File: config.mk
export PLATFORM = sky130hd
export DESIGN_NAME = sy_ppl_br_pred_nw
export DESIGN_NICKNAME = d
export VERILOG_FILES = /design/src/rtl/sy_ppl_br_pred_nw.sv
export SDC_FILE = /design/constraint.sdc
export NUM_CORES = 2
export LEC_CHECK = 0
export ABC_CLOCK_PERIOD_IN_PS = 11500
export CAP_MARGIN = 40
export CORE_ASPECT_RATIO = 0.5
export CORE_MARGIN = 1.5
export CORE_UTILIZATION = 41
export CTS_CLUSTER_SIZE = 40
export DETAILED_ROUTE_END_ITERATION = 10
export PLACE_DENSITY = 0.65
export SLEW_MARGIN = 20
export SYNTH_ARGS = -nofsm -noshare
export SYNTH_HDL_FRONTEND = slang
export SYNTH_SLANG_ARGS = --single-unit
export TNS_END_PERCENT = 10
File: constraint.sdc
create_clock -name clk_i -period 11.5 [get_ports clk_i]
set_input_delay 1.725 -clock clk_i [delete_from_list [all_inputs] [get_ports clk_i]]
set_output_delay 1.725 -clock clk_i [all_outputs]
set_load 0.02 [all_outputs]
File: src/rtl/sy_ppl_br_pred_nw.sv
// sy_ppl_br_pred_nw - N-wide fetch-stage branch predictor.
//
// Scans FW pre-decoded fetch slots, picks the lowest valid predicted-taken
// slot and squashes everything after it. A same-cycle redirect goes to the
// frontend; the surviving slots and their predicted next PCs are delivered
// to the instruction buffer through a registered valid/ready stage.
// A speculative return address stack is kept alongside a committed copy of
// its pointer/count so a flush can roll the speculative state back. A table
// of 2-bit counters gives dynamic branch direction when BP_MODE = 1.
//
// Ports:
//   clk_i, rst_ni                 clock, asynchronous active-low reset
//   flush_i                       pipeline flush from the ROB
//   in_vld_i / in_rdy_o           per-slot valid in, packet ready out
//   pc_i, type_i, is_c_i,
//   imm_neg_i, target_i           per-slot pre-decode information
//   btb_vld_i, btb_target_i       BTB hit and target for indirect jumps
//   bht_upd_*                     resolved branch direction update
//   ras_cmt_push_i/pop_i          committed call/return
//   bp_vld_o, bp_addr_o           combinational frontend redirect
//   out_vld_o / out_rdy_i         registered packet handshake
//   out_slot_vld_o, out_pc_o,
//   out_npc_o                     surviving slots, PCs, predicted next PCs
module sy_ppl_br_pred_nw #(
  parameter int FW          = 4,
  parameter int VAW         = 39,
  parameter int RAS_DEPTH   = 8,
  parameter int BHT_ENTRIES = 256,
  parameter int BP_MODE     = 1
) (
  input  logic              clk_i,
  input  logic              rst_ni,
  input  logic              flush_i,
  input  logic [FW-1:0]     in_vld_i,
  output logic              in_rdy_o,
  input  logic [FW*VAW-1:0] pc_i,
  input  logic [FW*3-1:0]   type_i,
  input  logic [FW-1:0]     is_c_i,
  input  logic [FW-1:0]     imm_neg_i,
  input  logic [FW*VAW-1:0] target_i,
  input  logic              btb_vld_i,
  input  logic [VAW-1:0]    btb_target_i,
  input  logic              bht_upd_vld_i,
  input  logic [VAW-1:0]    bht_upd_pc_i,
  input  logic              bht_upd_taken_i,
  input  logic              ras_cmt_push_i,
  input  logic              ras_cmt_pop_i,
  output logic              bp_vld_o,
  output logic [VAW-1:0]    bp_addr_o,
  output logic              out_vld_o,
  input  logic              out_rdy_i,
  output logic [FW-1:0]     out_slot_vld_o,
  output logic [FW*VAW-1:0] out_pc_o,
  output logic [FW*VAW-1:0] out_npc_o
);

  localparam int RAS_AW = $clog2(RAS_DEPTH);
  localparam int BHT_AW = $clog2(BHT_ENTRIES);

  localparam logic [2:0] T_BRANCH    = 3'd1;
  localparam logic [2:0] T_JUMP      = 3'd2;
  localparam logic [2:0] T_JALR      = 3'd3;
  localparam logic [2:0] T_CALL_JAL  = 3'd4;
  localparam logic [2:0] T_CALL_JALR = 3'd5;
  localparam logic [2:0] T_RET       = 3'd6;
  localparam logic [2:0] T_NONE      = 3'd0;

  localparam logic [RAS_AW-1:0] PTR_ONE  = RAS_AW'(1);
  localparam logic [RAS_AW:0]   CNT_ONE  = (RAS_AW+1)'(1);
  localparam logic [RAS_AW:0]   CNT_ZERO = (RAS_AW+1)'(0);
  localparam logic [RAS_AW:0]   CNT_FULL = (RAS_AW+1)'(RAS_DEPTH);

  // 2-bit saturating counter step
  function automatic logic [1:0] bht_next(input logic [1:0] cnt, input logic taken);
    logic [1:0] res;
    if (taken) begin
      res = (cnt == 2'b11) ? cnt : cnt + 2'b01;
    end else begin
      res = (cnt == 2'b00) ? cnt : cnt - 2'b01;
    end
    return res;
  endfunction

  // State
  logic [VAW-1:0]    ras_mem_r [RAS_DEPTH];
  logic [RAS_AW-1:0] spec_tos_r;
  logic [RAS_AW:0]   spec_cnt_r;
  logic [RAS_AW-1:0] cmt_tos_r;
  logic [RAS_AW:0]   cmt_cnt_r;
  logic [1:0]        bht_r [BHT_ENTRIES];
  logic              out_vld_r;
  logic [FW-1:0]     out_slot_vld_r;
  logic [FW*VAW-1:0] out_pc_r;
  logic [FW*VAW-1:0] out_npc_r;

  // Combinational
  logic              fire_s;
  logic              accept_s;
  logic [VAW-1:0]    ras_top_s;
  logic              ras_empty_s;
  logic [VAW-1:0]    fall_s [FW];
  logic [VAW-1:0]    tgt_s [FW];
  logic [FW-1:0]     taken_s;
  logic              seen_s;
  logic              win_vld_s;
  logic [VAW-1:0]    win_tgt_s;
  logic [VAW-1:0]    win_fall_s;
  logic [2:0]        win_type_s;
  logic [FW-1:0]     keep_s;
  logic [FW*VAW-1:0] npc_s;
  logic              bp_vld_s;
  logic              spec_push_s;
  logic              spec_pop_s;
  logic [RAS_AW-1:0] cmt_tos_n_s;
  logic [RAS_AW:0]   cmt_cnt_n_s;
  logic [RAS_AW-1:0] spec_tos_n_s;
  logic [RAS_AW:0]   spec_cnt_n_s;
  logic [BHT_AW-1:0] bht_upd_idx_s;
  logic              unused_s;

  assign in_rdy_o      = !out_vld_r || out_rdy_i;
  assign fire_s        = (|in_vld_i) && in_rdy_o;
  // A flush in the same cycle drops the fire entirely.
  assign accept_s      = fire_s && !flush_i;
  assign ras_top_s     = ras_mem_r[spec_tos_r - PTR_ONE];
  assign ras_empty_s   = (spec_cnt_r == CNT_ZERO);
  assign bht_upd_idx_s = bht_upd_pc_i[BHT_AW:1];
  assign unused_s      = ^{bht_upd_pc_i, imm_neg_i};

  // Per-slot fall-through, taken decision and predicted target
  always_comb begin
    for (int i = 0; i < FW; i++) begin
      fall_s[i]  = pc_i[i*VAW +: VAW] + (is_c_i[i] ? VAW'(2) : VAW'(4));
      taken_s[i] = 1'b0;
      tgt_s[i]   = fall_s[i];
      case (type_i[i*3 +: 3])
        T_BRANCH: begin
          taken_s[i] = (BP_MODE == 0) ? imm_neg_i[i] : bht_r[pc_i[i*VAW+1 +: BHT_AW]][1];
          tgt_s[i]   = target_i[i*VAW +: VAW];
        end
        T_JUMP, T_CALL_JAL: begin
          taken_s[i] = 1'b1;
          tgt_s[i]   = target_i[i*VAW +: VAW];
        end
        T_JALR, T_CALL_JALR: begin
          taken_s[i] = 1'b1;
          tgt_s[i]   = btb_vld_i ? btb_target_i : fall_s[i];
        end
        T_RET: begin
          // An empty stack gives no prediction; the scan moves on.
          taken_s[i] = !ras_empty_s;
          tgt_s[i]   = ras_top_s;
        end
        T_NONE: begin
          taken_s[i] = 1'b0;
          tgt_s[i]   = fall_s[i];
        end
        default: begin
          taken_s[i] = 1'b0;
          tgt_s[i]   = fall_s[i];
        end
      endcase
    end
  end

  // Winner scan: lowest valid taken slot, later slots squashed
  always_comb begin
    seen_s     = 1'b0;
    win_tgt_s  = '0;
    win_fall_s = '0;
    win_type_s = T_NONE;
    keep_s     = '0;
    npc_s      = '0;
    for (int j = 0; j < FW; j++) begin
      keep_s[j] = in_vld_i[j] && !seen_s;
      if (in_vld_i[j] && taken_s[j] && !seen_s) begin
        seen_s                = 1'b1;
        win_tgt_s             = tgt_s[j];
        win_fall_s            = fall_s[j];
        win_type_s            = type_i[j*3 +: 3];
        npc_s[j*VAW +: VAW]   = tgt_s[j];
      end else begin
        npc_s[j*VAW +: VAW]   = fall_s[j];
      end
    end
    win_vld_s = seen_s;
  end

  // Frontend redirect and speculative RAS op selection
  always_comb begin
    bp_vld_s    = accept_s && win_vld_s;
    spec_push_s = bp_vld_s && ((win_type_s == T_CALL_JAL) || (win_type_s == T_CALL_JALR));
    spec_pop_s  = bp_vld_s && (win_type_s == T_RET);
    if (bp_vld_s) begin
      bp_addr_o = win_tgt_s;
    end else begin
      bp_addr_o = '0;
    end
  end
  assign bp_vld_o = bp_vld_s;

  // Next committed and speculative RAS pointer/count
  always_comb begin
    cmt_tos_n_s = cmt_tos_r;
    cmt_cnt_n_s = cmt_cnt_r;
    // A simultaneous committed push and pop cancel out.
    if (ras_cmt_push_i && !ras_cmt_pop_i) begin
      cmt_tos_n_s = cmt_tos_r + PTR_ONE;
      cmt_cnt_n_s = (cmt_cnt_r == CNT_FULL) ? cmt_cnt_r : cmt_cnt_r + CNT_ONE;
    end else if (ras_cmt_pop_i && !ras_cmt_push_i && (cmt_cnt_r != CNT_ZERO)) begin
      cmt_tos_n_s = cmt_tos_r - PTR_ONE;
      cmt_cnt_n_s = cmt_cnt_r - CNT_ONE;
    end else begin
      cmt_tos_n_s = cmt_tos_r;
      cmt_cnt_n_s = cmt_cnt_r;
    end

    spec_tos_n_s = spec_tos_r;
    spec_cnt_n_s = spec_cnt_r;
    if (flush_i) begin
      spec_tos_n_s = cmt_tos_n_s;
      spec_cnt_n_s = cmt_cnt_n_s;
    end else if (spec_push_s) begin
      spec_tos_n_s = spec_tos_r + PTR_ONE;
      spec_cnt_n_s = (spec_cnt_r == CNT_FULL) ? spec_cnt_r : spec_cnt_r + CNT_ONE;
    end else if (spec_pop_s) begin
      spec_tos_n_s = spec_tos_r - PTR_ONE;
      spec_cnt_n_s = spec_cnt_r - CNT_ONE;
    end else begin
      spec_tos_n_s = spec_tos_r;
      spec_cnt_n_s = spec_cnt_r;
    end
  end

  // RAS pointers and counts
  always_ff @(posedge clk_i or negedge rst_ni) begin
    if (!rst_ni) begin
      spec_tos_r <= '0;
      spec_cnt_r <= '0;
      cmt_tos_r  <= '0;
      cmt_cnt_r  <= '0;
    end else begin
      spec_tos_r <= spec_tos_n_s;
      spec_cnt_r <= spec_cnt_n_s;
      cmt_tos_r  <= cmt_tos_n_s;
      cmt_cnt_r  <= cmt_cnt_n_s;
    end
  end

  // RAS storage; a push when full overwrites the oldest slot via wrap
  always_ff @(posedge clk_i or negedge rst_ni) begin
    if (!rst_ni) begin
      for (int k = 0; k < RAS_DEPTH; k++) begin
        ras_mem_r[k] <= '0;
      end
    end else if (spec_push_s) begin
      ras_mem_r[spec_tos_r] <= win_fall_s;
    end
  end

  // Branch history counters, untouched by flush
  always_ff @(posedge clk_i or negedge rst_ni) begin
    if (!rst_ni) begin
      for (int k = 0; k < BHT_ENTRIES; k++) begin
        bht_r[k] <= 2'b01;
      end
    end else if (bht_upd_vld_i) begin
      bht_r[bht_upd_idx_s] <= bht_next(bht_r[bht_upd_idx_s], bht_upd_taken_i);
    end
  end

  // Output packet register with valid/ready hold
  always_ff @(posedge clk_i or negedge rst_ni) begin
    if (!rst_ni) begin
      out_vld_r      <= 1'b0;
      out_slot_vld_r <= '0;
      out_pc_r       <= '0;
      out_npc_r      <= '0;
    end else if (flush_i) begin
      out_vld_r      <= 1'b0;
    end else if (fire_s) begin
      out_vld_r      <= 1'b1;
      out_slot_vld_r <= keep_s;
      out_pc_r       <= pc_i;
      out_npc_r      <= npc_s;
    end else if (out_rdy_i) begin
      out_vld_r      <= 1'b0;
    end
  end

  assign out_vld_o      = out_vld_r;
  assign out_slot_vld_o = out_slot_vld_r;
  assign out_pc_o       = out_pc_r;
  assign out_npc_o      = out_npc_r;

endmodule

# Word level (Yosys, flattened, before mapping)
# Cells that the tools add are included.
[totals]
word_cells = 464
input_bits = 423
ff_bits = 1155
[classes]
n_bitwise = 8
order_cmp = 9
muxes = 80
addsub = 14
reduce_logical = 50
eq_ne = 31
[ops]
columns = ["op", "count"]
rows = [
  ["$mux 39", 20],
  ["$bwmux 512", 1],
  ["$pmux 39 s3", 4],
  ["$bwmux 312", 1],
  ["$add 39x3->39", 4],
  ["$bmux 39 s3", 1],
  ["$demux 39 s3", 1],
  ["$bmux 2 s8", 5],
  ["$eq 3x3->1 const B", 15],
  ["$ge 9x9->1 const B", 5],
  ["$not 8->9", 5],
  ["$mux 3", 13],
  ["$mux 2", 15],
  ["$mux 4", 7],
  ["$eq 3x2->1 const B", 8],
  ["$logic_and 1x1->1", 20],
  ["$reduce_or 4->1", 5],
  ["$demux 2 s8", 1],
  ["$eq 3x1->1 const B", 4],
  ["$pmux 1 s3", 4],
  ["$reduce_or 3->1", 4],
  ["$lt 9x1->1 const B", 1],
  ["$add 4x1->4 const B", 2],
  ["$eq 4x4->1 const B", 2],
  ["20 further kinds", 44],
]

# Logic depth before layout (Yosys ltp)
[logic_depth]
ltp_word = 21
depth_mapped = 22
depth_no_buf = 16

# Least setup slack after synthesis
# Ideal clock, no wire load.
[synth_path]
kind = "input -> output"
from = "input port pc_i[80]"
to = "output port bp_addr_o[33]"
path_slack_ps = 4442
t_arrival_ps = 5333
path_stages = 14
required_ps = 9775
cell_sequence = "clkbuf_1 -> buf_2 -> clkinv_1 -> fa_1 -> or3_1 -> nor4_1 -> nand3_1 -> nor2_1 -> xor2_1 -> o211ai_1 -> and3_1 -> o221ai_1 -> nand2_1 -> a21oi_1"
[synth_between]
elab_chain_len = 13
elab_cells_between_ends = 18
classes_between = "add/sub: 1; mux: 11; bitwise: 1; reduce/logical: 5"
[synth_rtl]
columns = ["element", "line", "rtl"]
rows = [
  ["start, declared", "36", "input logic [FW*VAW-1:0] pc_i,"],
  ["$not 8->9 (not written as such)", "138", "taken_s[i] = (BP_MODE == 0) ? imm_neg_i[i] : bht_r[pc_i[i*VAW+1 +: BHT_AW]][1];"],
  ["$bmux 2 s8", "138", ""],
  ["$mux 2 (not written as such) (2 in a row)", "138", ""],
  ["$pmux 1 s3", "136", "case (type_i[i*3 +: 3])"],
  ["$logic_and 1x1->1 (2 in a row)", "176", "if (in_vld_i[j] && taken_s[j] && !seen_s) begin"],
  ["$mux 1", "176", ""],
  ["$logic_not 1->1", "176", ""],
  ["$logic_and 1x1->1", "176", ""],
  ["$mux 1", "176", ""],
  ["$logic_and 1x1->1", "191", "bp_vld_s = accept_s && win_vld_s;"],
  ["$mux 39 *", "194", "if (bp_vld_s) begin"],
  ["end, declared", "49", "output logic [VAW-1:0] bp_addr_o,"],
]
# Mark *: on every way between the ends. The rest lies on a longest branch, timed or not. The select of a mux whose other input is x is not followed.

# Worst setup path after layout
[layout_path]
from = "input port pc_i[41]"
to = "output port bp_addr_o[35]"
[layout_between]
elab_chain_len = 16
elab_cells_between_ends = 22
classes_between = "add/sub: 1; mux: 13; bitwise: 1; reduce/logical: 7"
[layout_rtl]
columns = ["element", "line"]
rows = [
  ["$not 8->9 (not written as such)", "138"],
  ["$bmux 2 s8", "138"],
  ["$mux 2 (not written as such) (2 in a row)", "138"],
  ["$pmux 1 s3", "136"],
  ["$logic_and 1x1->1 (2 in a row)", "176"],
  ["$mux 1", "176"],
  ["$logic_not 1->1", "176"],
  ["$logic_and 1x1->1", "176"],
  ["$mux 1", "176"],
  ["$logic_not 1->1", "176"],
  ["$logic_and 1x1->1", "176"],
  ["$mux 1", "176"],
  ["$logic_and 1x1->1", "191"],
  ["$mux 39 *", "194"],
]
# Marked as above.

==> run_results.csv <==
group,metric,value,unit
status,status,"completed",
routing,drt_wl_total,338.8,mm
timing,holdWs,0.4701,ns
worst_setup_path,critPathCaptureType,"output pin",
timing,clock_skew,0.05118,ns
worst_setup_path,max_stage_delay,0.87,ns
timing,slew_violations,0,
synthesis,synthAdderAreaFrac,0.01235,
cells_and_area,drive_above_1_share,0.2803,
worst_setup_path,cp_top_family,"buffers and inverters",
place,gp_congestion,1.083,
timing,finalCritPeriodShare,0.8699,
timing,finalSetupViolations,0,
place,port_buffers,745,
worst_setup_path,worst_path_max_delay_cell,"clkdlybuf4s50_1",
synthesis,synth-xor-area-share,0.01956,
die,io_pins,781,
synthesis,synth_area_leaders,"dfrtp_1 (31%), mux4_2 (14%), mux2_2 (13%)",
synthesis,synth_area,72110,um^2
clocking,postCtsSetupBuffers,0,
synthesis,netlist.area_leader.share,0.3120,
routing,drt_iter0_drc,10030,
synthesis,synth-simple-area-share,0.1151,
timing,finalSetupTns,0,ns
place,pre_cts_ws,2.070,ns
synthesis,ys.flop_type,"dfrtp_1",
worst_setup_path,critPathMaxFanout,33,
cells_and_area,area_growth,19.89,%
power_and_ir_drop,seqPwrFrac,0.383,
power_and_ir_drop,p_sw,0.004718,W
timing,fmax,99.96,MHz
routing,via_count,63730,
routing,avgRoutedWirePerCell,34.91,um
clocking,cts_buffers,110,
cells_and_area,fin_util,0.4967,
die,core,174000,um^2
synthesis,synthTopCellsByCount,"nand2_1 (1,012), dfrtp_1 (899), mux2_2 (811), nor2_1 (536), mux4_2 (445)",
clocking,ctsHoldBuffers,0,
synthesis,ys_seq_area_frac,0.4053,
timing,rsz0062_at_grt,"no",
worst_setup_path,path_class,"in2out",
global_routing,grt_pass1_wl,469.6,mm
die,dieArea,178600,um^2
synthesis,synth_edf_count,0,
worst_setup_path,cp.required,9.78,ns
place,dp_hpwl,251.4,mm
power_and_ir_drop,power_density,155.0,nW/um^2
synthesis,synth_most_common_cell,"nand2_1",
worst_setup_path,cpMostUsedCell,"buf_4",
power_and_ir_drop,p_sw_frac,0.3521,
synthesis,synth_top_cell_by_area,"dfrtp_1",
clocking,cts_resized,0,
clocking,cts_sinks,1155,
global_routing,overflow,0,
clocking,clk_pin_slew,0.06,ns
synthesis,synth.distinct_cells,91,
global_routing,track_usage,0.3693,
worst_setup_path,path_buf_inv,6,
clocking,insertion_delay,0.77,ns
timing,hold_viol,0,
synthesis,synth_top_family_by_area,"multiplexers",
clocking,tritoncts,"done",
min_path,hold_class,"reg2reg",
synthesis,synth_mux_area_frac,0.2972,
global_routing,antenna_found_initial,91,
timing,worst_pin_slew,1.014,ns
synthesis,syn-num-nets,7147,
routing,drc,0,
routing,drtAntennaViolNets,0,
timing,max-slew-margin-rel,0.3240,
synthesis,yosys_warnings,0,
worst_setup_path,startpoint_type,"primary input",
routing,firstDrtPassIters,10,
synthesis,avgSynthCellArea,10.76,um^2
die,num_rows,108,
power_and_ir_drop,pwr-share-clk,0.296,
synthesis,synth_compound_area_frac,0.1106,
synthesis,syn_inst,6703,
timing,setup_ws,1.496,ns
flow_run,max_cap_violations,0,
power_and_ir_drop,p_leak,36.21,nW
power_and_ir_drop,ir_drop,0.0002378,V
die,start_util,0.4143,
clocking,clockBufferDepth,3,
worst_setup_path,arrival,8.28,ns
routing,vias_per_cell,6.566,
power_and_ir_drop,p_int,0.008682,W
timing,period_minus_slack,10.00,ns
synthesis,synthArstFlopShare,1.000,
global_routing,grt_max_degree,220,
die,die_x,596.1,um
clocking,cts-root-buf,"clkbuf_16",
global_routing,grt_pass1_vias,60600,
cells_and_area,fin_nets,7679,
power_and_ir_drop,combPwrFrac,0.320,
worst_setup_path,crit_chain,"clkdlybuf4s50_1 -> buf_4 -> inv_1 -> buf_4 -> mux2_2 -> a21oi_1 -> a221oi_1 -> nor4_1 -> o31a_2 -> buf_4 -> nand2_2 -> nor2_4 -> nand2_1 -> a41oi_1 -> clkdlybuf4s50_1",
clocking,cts.htree.levels,3,
die,dieHeight,299.5,um
synthesis,ys_ff_latch,1155,
-- kinds of logic (layout without fill, tap and decap cells) --
group | Yosys count | after routing
fa+ha+maj | 80 | 80
buf+inv | 692 | 1320
xor+xnor | 161 | 161
flops | 1155 | 1155
mux | 1462 | 1462
simple gates | 1956 | 1956
other cells | 0 | 65
compound gates | 1197 | 1197
-- cell type report --
class / count / area, um^2
diodes: 65 / 162.7
well taps: 2310 / 2890
clock inverters: 54 / 614.3
inverters: 142 / 533.0
repair buffers: 970 / 9632
flip-flops and latches: 1155 / 29230
multi-input cells: 4856 / 40180
clock buffers: 154 / 3212
fillers: 15840 / 87600
-- power by group through the flow --
stage | Combinational (W) | Sequential, W | Clock [W]
6_report | 0.00429 | 0.00513 | 0.00397
5_1_grt | 0.00442 | 0.00520 | 0.00416
4_1_cts | 0.00417 | 0.00512 | 0.00400
3_5_place_dp | 0.00416 | 0.00518 | 0
3_3_place_gp | 0.00407 | 0.00515 | 0
2_1_floorplan | 0.00220 | 0.00526 | 0
-- layout by cell type, fill, tap and decap left out, types with 103 or more instances in the layout --
| cell | count |
|---|---|
| o21ai_0 | 361 |
| nand3_1 | 103 |
| nor2_1 | 531 |
| inv_1 | 133 |
| mux2_2 | 811 |
| buf_4 | 172 |
| clkdlybuf4s50_1 | 722 |
| mux2i_1 | 135 |
| mux4_2 | 445 |
| clkbuf_16 | 113 |
| a21oi_1 | 197 |
| dfstp_2 | 256 |
| nand2_1 | 1004 |
| dfrtp_1 | 898 |
-- sequential cells by signal (all words and copies together) (netlist names) --
name	flops
bht_r	512
cmt_cnt_r	4
cmt_tos_r	3
out_npc_o	156
out_pc_o	156
out_slot_vld_o	4
out_vld_o	1
ras_mem_r	312
spec_cnt_r	4
spec_tos_r	3
-- metrics by stage --
stage | cell area, um^2 | total power (W) | cells
floorplan | 72110 | 0.007456 | 6703
global route | 86410 | 0.01377 | 9692
CTS | 85980 | 0.01328 | 9616
finish | 86450 | 0.01340 | 9706
detailed placement | 82150 | 0.009340 | 9408
global placement | 81450 | 0.009229 | 9356
-- path summary, 6_finish.rpt --
path / slack (ns) / from / depth (start not counted) / to
min reg2reg: 0.47 / out_npc_o[28]$_DFFE_PN0P_ / 2 / out_npc_o[28]$_DFFE_PN0P_
max reg2reg: 5.40 / spec_cnt_r[0]$_DFFE_PN0P_ / 14 / ras_mem_r[23]$_DFFE_PN0P_
min in group asynchronous: 1.05 / rst_ni / 1 / out_pc_o[10]$_DFFE_PN0P_
max in group asynchronous: 8.21 / rst_ni / 4 / bht_r[158]$_DFFE_PN1P_
min: 0.47 / out_npc_o[28]$_DFFE_PN0P_ / 2 / out_npc_o[28]$_DFFE_PN0P_
max: 1.50 / pc_i[41] / 15 / bp_addr_o[35]
-- worst min-delay path, stage by stage, from the launching register on --
cell     delay (ns)
dfrtp_1        0.34
nand2_1        0.05
nand2_1        0.05
-- per-layer routing --
layer,track usage,up-vias,share of wire
li1,-,25790,-
met1,0.4541,32220,0.37
met2,0.5384,4502,0.43
met3,0.1407,1191,0.13
met4,0.2519,28,0.080
met5,0,-,0.0011
Power figures use the tool's default switching activity.
